### src/rtl/coreuart_tx_scheduler_if.sv
// Purpose : requester-side and UART host-side bus of the TX scheduler.
// Latency : none, wires only.
// Backpr. : REQ_READY (one-hot) accepts a requester byte; UART_TXRDY paces the UART writes.
// Ports   : REQ_VALID/REQ_DATA/REQ_LAST/REQ_READY per requester; UART_TXRDY/CSN/WEN/DATA to the UART.
interface coreuart_tx_scheduler_if #(
    parameter int NUM_REQ = 4
);
    logic [NUM_REQ-1:0]   REQ_VALID;
    logic [8*NUM_REQ-1:0] REQ_DATA;
    logic [NUM_REQ-1:0]   REQ_LAST;
    logic [NUM_REQ-1:0]   REQ_READY;
    logic                 UART_TXRDY;
    logic                 UART_CSN;
    logic                 UART_WEN;
    logic [7:0]           UART_DATA;

    // master: requesters plus the UART, which drive the scheduler's inputs
    modport master (
        output REQ_VALID, REQ_DATA, REQ_LAST, UART_TXRDY,
        input  REQ_READY, UART_CSN, UART_WEN, UART_DATA
    );

    // slave: the scheduler itself
    modport slave (
        input  REQ_VALID, REQ_DATA, REQ_LAST, UART_TXRDY,
        output REQ_READY, UART_CSN, UART_WEN, UART_DATA
    );
endinterface

### src/rtl/coreuart_tx_scheduler.sv
// Purpose : round-robin scheduler sharing one CoreUART transmitter among NUM_REQ byte requesters, with packet lock.
// Latency : accept in cycle N, UART write strobe in N+1; accept-to-accept spacing at least SETTLE_CYC+3.
// Backpr. : REQ_READY only in IDLE with UART_TXRDY=1; a held lock blocks other requesters until LAST or timeout.
// Ports   : CLK, RESET_N (async, active low); bus (slave modport); GRANT_ID, LOCKED, LOCK_DROP, BUSY status.
module coreuart_tx_scheduler #(
    parameter int NUM_REQ      = 4,
    parameter int SETTLE_CYC   = 2,
    parameter int LOCK_TIMEOUT = 255,
    localparam int IDW = (NUM_REQ > 1) ? $clog2(NUM_REQ) : 1
) (
    input  logic                 CLK,
    input  logic                 RESET_N,
    coreuart_tx_scheduler_if.slave bus,
    output logic [IDW-1:0]       GRANT_ID,
    output logic                 LOCKED,
    output logic                 LOCK_DROP,
    output logic                 BUSY
);
    typedef enum logic [1:0] {ST_IDLE, ST_WRITE, ST_SETTLE, ST_WAIT_RDY} state_t;

    localparam logic [3:0]  SETTLE_INIT = 4'(SETTLE_CYC - 1);
    localparam logic [15:0] LOCK_LIM    = 16'(LOCK_TIMEOUT);

    state_t             state, state_nxt;
    logic [IDW-1:0]     ptr;
    logic [3:0]         settle_cnt;
    logic [15:0]        lock_cnt;
    logic [7:0]         uart_data_q;

    logic [NUM_REQ-1:0] cand;
    logic [NUM_REQ-1:0] lock_mask;
    logic               win_found;
    logic [IDW-1:0]     win_idx;
    logic [7:0]         win_byte;
    logic               win_last;
    int                 pos;

    logic [NUM_REQ-1:0] ready_c;
    logic               csn_c;
    logic               wen_c;
    logic               accept;

    // Winner search from ptr+1 upward with wrap; iterating from the far end
    // down means the nearest set bit is the one left in win_idx.
    always_comb begin
        lock_mask = '0;
        pos       = 0;
        win_found = 1'b0;
        win_idx   = '0;
        cand      = bus.REQ_VALID;
        if (LOCKED) begin
            lock_mask[GRANT_ID] = 1'b1;
            cand = bus.REQ_VALID & lock_mask;
        end
        for (int k = NUM_REQ; k >= 1; k--) begin
            pos = int'(ptr) + k;
            if (pos >= NUM_REQ) pos = pos - NUM_REQ;
            if (cand[IDW'(pos)]) begin
                win_found = 1'b1;
                win_idx   = IDW'(pos);
            end
        end
        win_byte = bus.REQ_DATA[8*int'(win_idx) +: 8];
        win_last = bus.REQ_LAST[win_idx];
    end

    always_ff @(posedge CLK or negedge RESET_N) begin
        if (!RESET_N) state <= ST_IDLE;
        else          state <= state_nxt;
    end

    // READY is gated by RESET_N so nothing is accepted while reset is held.
    always_comb begin
        state_nxt = state;
        ready_c   = '0;
        csn_c     = 1'b1;
        wen_c     = 1'b1;
        accept    = 1'b0;
        case (state)
            ST_IDLE: begin
                if (RESET_N && bus.UART_TXRDY && win_found) begin
                    accept           = 1'b1;
                    ready_c[win_idx] = 1'b1;
                    state_nxt        = ST_WRITE;
                end
            end
            ST_WRITE: begin
                csn_c     = 1'b0;
                wen_c     = 1'b0;
                state_nxt = ST_SETTLE;
            end
            ST_SETTLE: begin
                // TXRDY is stale right after a write, so it is not looked at here
                if (settle_cnt == 4'd0) state_nxt = ST_WAIT_RDY;
            end
            ST_WAIT_RDY: begin
                if (bus.UART_TXRDY) state_nxt = ST_IDLE;
            end
            default: state_nxt = ST_IDLE;
        endcase
    end

    always_ff @(posedge CLK or negedge RESET_N) begin
        if (!RESET_N) begin
            uart_data_q <= 8'h00;
            GRANT_ID    <= '0;
            ptr         <= IDW'(NUM_REQ - 1);
            LOCKED      <= 1'b0;
            LOCK_DROP   <= 1'b0;
            lock_cnt    <= 16'd0;
            settle_cnt  <= 4'd0;
        end else begin
            LOCK_DROP <= 1'b0;
            if (state == ST_WRITE)
                settle_cnt <= SETTLE_INIT;
            else if (state == ST_SETTLE && settle_cnt != 4'd0)
                settle_cnt <= settle_cnt - 4'd1;

            if (accept) begin
                uart_data_q <= win_byte;
                GRANT_ID    <= win_idx;
                ptr         <= win_idx;
                LOCKED      <= ~win_last;
                lock_cnt    <= 16'd0;
            end else if (state == ST_IDLE && LOCKED && !bus.REQ_VALID[GRANT_ID]) begin
                // the lock is released on the edge where the idle count reaches the limit
                if (lock_cnt != LOCK_LIM) begin
                    lock_cnt <= lock_cnt + 16'd1;
                    if (lock_cnt == LOCK_LIM - 16'd1) begin
                        LOCKED    <= 1'b0;
                        LOCK_DROP <= 1'b1;
                    end
                end
            end
        end
    end

    assign bus.REQ_READY = ready_c;
    assign bus.UART_CSN  = csn_c;
    assign bus.UART_WEN  = wen_c;
    assign bus.UART_DATA = uart_data_q;
    assign BUSY          = (state != ST_IDLE);
endmodule

### src/flat_wrapper.sv
// flat-port wrapper written by rule: the top's interface ports become plain ports
module coreuart_tx_scheduler_flat 
#(
    parameter int NUM_REQ      = 4,
    parameter int SETTLE_CYC   = 2,
    parameter int LOCK_TIMEOUT = 255,
    localparam int IDW = (NUM_REQ > 1) ? $clog2(NUM_REQ) : 1
)
  (CLK, RESET_N, GRANT_ID, LOCKED, LOCK_DROP, BUSY, bus_REQ_VALID, bus_REQ_DATA, bus_REQ_LAST, bus_UART_TXRDY, bus_REQ_READY, bus_UART_CSN, bus_UART_WEN, bus_UART_DATA);
  coreuart_tx_scheduler_if #(.NUM_REQ(NUM_REQ)) bus_i ();
  input  logic CLK;
  input  logic RESET_N;
  output logic [IDW-1:0] GRANT_ID;
  output logic LOCKED;
  output logic LOCK_DROP;
  output logic BUSY;
  input wire logic [$bits(bus_i.REQ_VALID)-1:0] bus_REQ_VALID;
  input wire logic [$bits(bus_i.REQ_DATA)-1:0] bus_REQ_DATA;
  input wire logic [$bits(bus_i.REQ_LAST)-1:0] bus_REQ_LAST;
  input wire logic [$bits(bus_i.UART_TXRDY)-1:0] bus_UART_TXRDY;
  output wire logic [$bits(bus_i.REQ_READY)-1:0] bus_REQ_READY;
  output wire logic [$bits(bus_i.UART_CSN)-1:0] bus_UART_CSN;
  output wire logic [$bits(bus_i.UART_WEN)-1:0] bus_UART_WEN;
  output wire logic [$bits(bus_i.UART_DATA)-1:0] bus_UART_DATA;
  assign bus_i.REQ_VALID = bus_REQ_VALID;
  assign bus_i.REQ_DATA = bus_REQ_DATA;
  assign bus_i.REQ_LAST = bus_REQ_LAST;
  assign bus_i.UART_TXRDY = bus_UART_TXRDY;
  assign bus_REQ_READY = bus_i.REQ_READY;
  assign bus_UART_CSN = bus_i.UART_CSN;
  assign bus_UART_WEN = bus_i.UART_WEN;
  assign bus_UART_DATA = bus_i.UART_DATA;
  coreuart_tx_scheduler #(.NUM_REQ(NUM_REQ), .SETTLE_CYC(SETTLE_CYC), .LOCK_TIMEOUT(LOCK_TIMEOUT)) u_core (.CLK(CLK), .RESET_N(RESET_N), .bus(bus_i), .GRANT_ID(GRANT_ID), .LOCKED(LOCKED), .LOCK_DROP(LOCK_DROP), .BUSY(BUSY));
endmodule
### config.mk
export PLATFORM = sky130hd
export DESIGN_NAME = coreuart_tx_scheduler_flat
export DESIGN_NICKNAME = d
export VERILOG_FILES = /design/src/rtl/coreuart_tx_scheduler_if.sv /design/src/rtl/coreuart_tx_scheduler.sv /design/src/flat_wrapper.sv
export SDC_FILE = /design/constraint.sdc
export NUM_CORES = 1
export LEC_CHECK = 0
export CORE_MARGIN = 4
export CORE_UTILIZATION = 53
export DETAILED_ROUTE_END_ITERATION = 8
export PLACE_DENSITY_LB_ADDON = 0.12
export SYNTH_ARGS = -nofsm -noshare
export SYNTH_HDL_FRONTEND = slang
export SYNTH_SLANG_ARGS = --single-unit
### constraint.sdc
create_clock -name CLK -period 7.35 [get_ports CLK]
set_input_delay 2.205 -clock CLK [delete_from_list [all_inputs] [get_ports CLK]]
set_output_delay 2.205 -clock CLK [all_outputs]
set_load 0.005 [all_outputs]
* Word-level counts from Yosys, hierarchy flattened *
Index checks and enable logic that the tools add are counted.

word-level totals
  flip-flop bits (word level) = 36
  output and inout port bits = 19

operators by class
  shift operators = 1
  add/subtract/negate cells = 10
  eq/ne operators = 8
  magnitude comparators = 12
  reductions and logical operators = 19
  bitwise logic cells = 2
  muxes and demuxes = 55

operators by type and width
  cell                                                               count
  two-way mux 16 bit                                                 3
  variable part select 32 x 6 -> 8 bit                               1
  two-way mux 1 bit                                                  27
  two-way mux 2 bit                                                  11
  two-way mux 4 bit                                                  5
  adder 16 x 1 -> 16 bit, second input constant                      1
  equality test 16 x 8 -> 1 bit, second input constant               1
  < comparator 2 x 4 -> 1 bit, second input constant                 4
  inequality test 16 x 8 -> 1 bit, second input constant             1
  binary-select mux 1 bit (select 2 bit)                             6
  nonzero test 2 bit                                                 5
  greater-or-equal comparator 3 bit, second input constant           3
  one-hot mux 2 bit (4 select lines)                                 1
  subtractor 2 x 1 -> 2 bit, second input constant                   4
  logical AND 1 bit                                                  7
  adder 2 x 2 -> 3 bit, second input constant                        2
  < comparator 2 x 3 -> 1 bit, second input constant                 2
  AND reduction 3 bit                                                2
  adder 2 x 3 -> 4 bit, second input constant                        1
  bitwise AND 4 bit                                                  1
  demux 1 bit (select 2 bit)                                         2
  equality test 2 bit, second input constant                         2
  greater-or-equal comparator 2 x 1 -> 1 bit, second input constant  2
  greater-or-equal comparator 4 x 3 -> 1 bit, second input constant  1
  11 further kinds                                                   12

* Longest topological paths before layout *
  depth in word-level cells = 19
  gate-level depth with buffers = 10
  gate-level depth less buffers = 9

* Worst setup path after synthesis *
Ideal clock, no wire load.

  kind = in2out
  start = in bus_REQ_VALID[1]
  end = out bus_REQ_READY[1]
  slack = 1.456 ns
  cell stages on the path = 7
  arrival time = 3.689 ns
  cell sequence = mux2_4 a211oi_4 nor2_1 o21a_1 a311o_1 buf_6 nor3_1

on the way
  word-level cells in the longest chain between the ends = 15
  elaborated cells on any way between the ends = 30
  classes of those cells = order compare (2); mux (25); bitwise (1); reduce/logical (2)

RTL lines
  element                                                                                                                 RTL line                     RTL
  from (decl)                                                                                                             flat_wrapper.sv:17           input wire logic [$bits(bus_i.REQ_VALID)-1:0] bus_REQ_VALID;
  bitwise AND 4 bit                                                                                                       coreuart_tx_scheduler.sv:53  cand = bus.REQ_VALID & lock_mask;
  two-way mux 4 bit (*)                                                                                                   coreuart_tx_scheduler.sv:51  if (LOCKED) begin
  binary-select mux 1 bit (select 2 bit)                                                                                  coreuart_tx_scheduler.sv:58  if (cand[IDW'(pos)]) begin
  two-way mux 1 bit (not written as such) (2 in series)                                                                   coreuart_tx_scheduler.sv:58
  two-way mux 2 bit (4 in series)                                                                                         coreuart_tx_scheduler.sv:58
  < comparator 2 x 3 -> 1 bit (not written as such) / greater-or-equal comparator 2 x 1 -> 1 bit (equally long branches)  coreuart_tx_scheduler.sv:83  ready_c[win_idx] = 1'b1;
  logical AND 1 bit (not written as such)                                                                                 coreuart_tx_scheduler.sv:83
  two-way mux 1 bit (not written as such)                                                                                 coreuart_tx_scheduler.sv:83
  demux 1 bit (select 2 bit)                                                                                              n/a
  two-way mux 4 bit (*)                                                                                                   coreuart_tx_scheduler.sv:81  if (RESET_N && bus.UART_TXRDY && win_found) begin
  two-way mux 4 bit (*)                                                                                                   coreuart_tx_scheduler.sv:79  case (state)
  to (decl)                                                                                                               flat_wrapper.sv:21           output wire logic [$bits(bus_i.REQ_READY)-1:0] bus_REQ_READY;

Every way passes the cells marked *; elsewhere a longest branch is shown, timed or not. The select of a mux whose other input is x is not followed.

* Worst setup path after layout *
Same ends and word-level chain as after synthesis.

==> results.cfg <==
[synth]
syn_nets = 302
yosysTopAreaCellShare = 0.352
synth_area_leader_cell = dfrtp_1
syn_area_per_cell_um2 = 9.62
netlist_top_cells_area = dfrtp_1, mux2i_1, nor2_1, xor2_1, ha_1
ys_ff_latch = 36
synth_area_mm2 = 0.00241
synth_edf_count = 0
synth_warnings = 0
ys_types = 49
synthCells = 251
ys.flop_type = dfrtp_1
async_flop_share = 1.00
ys_seq_area_frac = 0.374

[finish]
n_fill_cell = 356
multi_input_area_mm2 = 0.00137
nets = 362
diodes = 0
drive_gt1_frac = 0.0897
seqCellArea_um2 = 903
area_growth_pct = 29.0

[cts]
hold_buffers = 0
clk_latency_ps = 290
clockBufferDepth = 2
cts_tree = built
clk_pin_slew_ps = 70
cts_max_level = 2
numCtsBuffers = 5
postCtsSetupBuffers = 0
clock_sinks = 36
cts_resized = 0
cts-root-buf = clkbuf_8

[global_routing]
grt_pass1_vias = 1868
track_usage = 0.203
grt_max_degree = 36
grt_pass1_wl_mm = 8.69
grt_overflow = 0
antenna_found_initial = 0

[detailed_routing]
num_vias = 2034
wirelength_mm = 5.42
met3_length_um = 254
drc_errors = 0
antenna_left = 0
drt_iter0_drc = 62
met2_length_mm = 2.68
top_layer = met4
wire_per_inst_um = 14.9
m1WireLength_mm = 2.41
viasPerCell = 5.59
first_pass_iters = 4

[timing]
max_freq_ghz = 0.143
setup_violations = 0
final_hold_viol_count = 0
slew_headroom = 0.694
finalClockSkew_ps = 7.10
worst_slack_ps = 364
fin_crit_sh = 0.950
rsz0062_at_grt = false
finalCriticalPeriod_ps = 6990
worst_slew_pin_slew_ps = 458
fin_setup_tns_ps = 0
slew_violations = 0

[worst_setup_path]
start_kind = input port
setup.worst_path.end_class = output port
slowest_stage = clkdlybuf4s50_1
worst-path-max-fanout = 9
crit_path_frequent_cell = clkdlybuf4s50_1
cpPeakStageDelay_ps = 530
r2r_cells = 8
cp_cell_sequence = clkdlybuf4s50_1, mux2_4, a211oi_4, nor2_1, o21a_1, a311o_1, nor3_1, clkdlybuf4s50_1
worstSetupPathType = input port to output port
cp.required_ps = 5140
crit_arrival_ps = 4780

[placed_design]
post-place-ws_ps = 371
place_hpwl_mm = 4.02
portBuffers = 61
gp_congestion = 0.816

[floorplanning]
boundaryPins = 62
fp.dieArea_mm2 = 0.00570
die_w_um = 75.5
start_util = 0.551
core_mm2 = 0.00438
rows = 24
dieHeight_um = 75.5

[min_path]
holdPathStages = 1
worstHoldPathType = flip-flop to flip-flop

[power_and_ir_drop]
power_switching_mw = 0.408
p_seq_frac = 0.323
total_power_mw = 1.01
p_per_area_mw_per_mm2 = 326
peakVddDrop_mv = 0.151
swShare = 0.402
power.internal_mw = 0.607
clkPwrFrac = 0.139
pwr-share-comb = 0.538
p_leak_nw = 1.39

[job]
maxCapViolations = 0

[run_status]
status = finished, final reports clean
==> flip-flops by register name, summed over array words and instances, names as in the netlist <==
name and count:
u_core.lock_cnt 16, u_core.LOCKED 1, u_core.LOCK_DROP 1, u_core.GRANT_ID 2
u_core.state 2, u_core.bus.UART_DATA 8, u_core.settle_cnt 4, u_core.ptr 2
==> cell usage in the layout, fill, tap and decap left out, drive strengths merged, types with 4 or more instances in the layout <==
cell	instances
mux2i	24
dfrtp	34
xnor2	5
xor2	13
nand3	9
inv	13
nand4	4
clkbuf	5
nor3	10
a21oi	4
o211ai	4
clkdlybuf4s50	60
o21ai	7
a221o	8
and3	6
buf	6
nor2	35
ha	8
nand2	15
==> per-layer routing <==
metal,GRT usage,up-vias
met2,0.351,40
met4,0.0621,0
li1,-,1020
met3,0.0554,7
met1,0.246,967
met5,0,-
==> cell type report <==
type                       instances  area share
multi-input combinational        189       0.439
sequential                        36       0.290
timing repair buffer              66       0.206
clock buffer                       5      0.0221
tap                               52      0.0209
inverter                          13      0.0157
clock inverter                     3     0.00602
==> worst max-delay path: cells and delay by family <==
family	cells	cell delay [ps]
AND/OR/NAND/NOR	2	280
multiplexers	1	340
buffers and inverters	2	1060
AO/OA/AOI/OAI	3	880
==> power groups by stage <==
stage,Combinational [mW],Sequential [mW],Clock [mW]
final,0.545,0.328,0.141
after global routing,0.604,0.339,0.155
after CTS,0.552,0.328,0.146
after detailed placement,0.549,0.330,0
after global placement,0.536,0.328,0
after floorplan,0.429,0.301,0
==> cells by family (layout without fill, tap and decap cells) <==
kind of cell | count (synthesis) | after routing | synth area share
AO/OA/AOI/OAI | 39 | 39 | 0.130
XOR/XNOR | 18 | 18 | 0.0653
adder cells (fa/ha/maj) | 8 | 8 | 0.0415
buffers and inverters | 26 | 87 | 0.0648
flip-flops | 36 | 36 | 0.374
multiplexers | 26 | 26 | 0.115
AND/OR/NAND/NOR | 98 | 98 | 0.209
==> synth_stat cells, drive strengths merged (3+ instances only) <==
cell type,count
a21o,3
nand4b,3
o21a,3
ha,8
nand4,4
inv,13
nand3,9
buf,7
o211ai,4
clkbuf,6
nand2,15
nor2,35
mux2i,24
xnor2,5
o21ai,7
a221o,8
nor4,3
xor2,13
and3,6
dfrtp,34
a21oi,4
a211oi,3
nor3,10
==> worst paths after layout <==
check	start	to	slack [ps]
max reg2reg	u_core.ptr[0]	u_core.bus.UART_DATA[1]	4610
min	u_core.bus.UART_DATA[7]	u_core.bus.UART_DATA[7]	520
max in group asynchronous	RESET_N	u_core.ptr[1]	4970
max	bus_REQ_VALID[1]	bus_REQ_READY[1]	360
min reg2reg	u_core.bus.UART_DATA[7]	u_core.bus.UART_DATA[7]	520
min in group asynchronous	RESET_N	u_core.state[0]	1700
==> through the flow <==
stage	cells	utilization	area, um2	hold slack [ps]
after CTS	364	0.711	3120	522
final	364	0.711	3120	516
after global routing	364	0.711	3120	537
after floorplan	251	-	2410	464
after detailed placement	356	0.691	3030	506
after global placement	356	0.691	3030	482
Power figures use the tool's default switching activity.
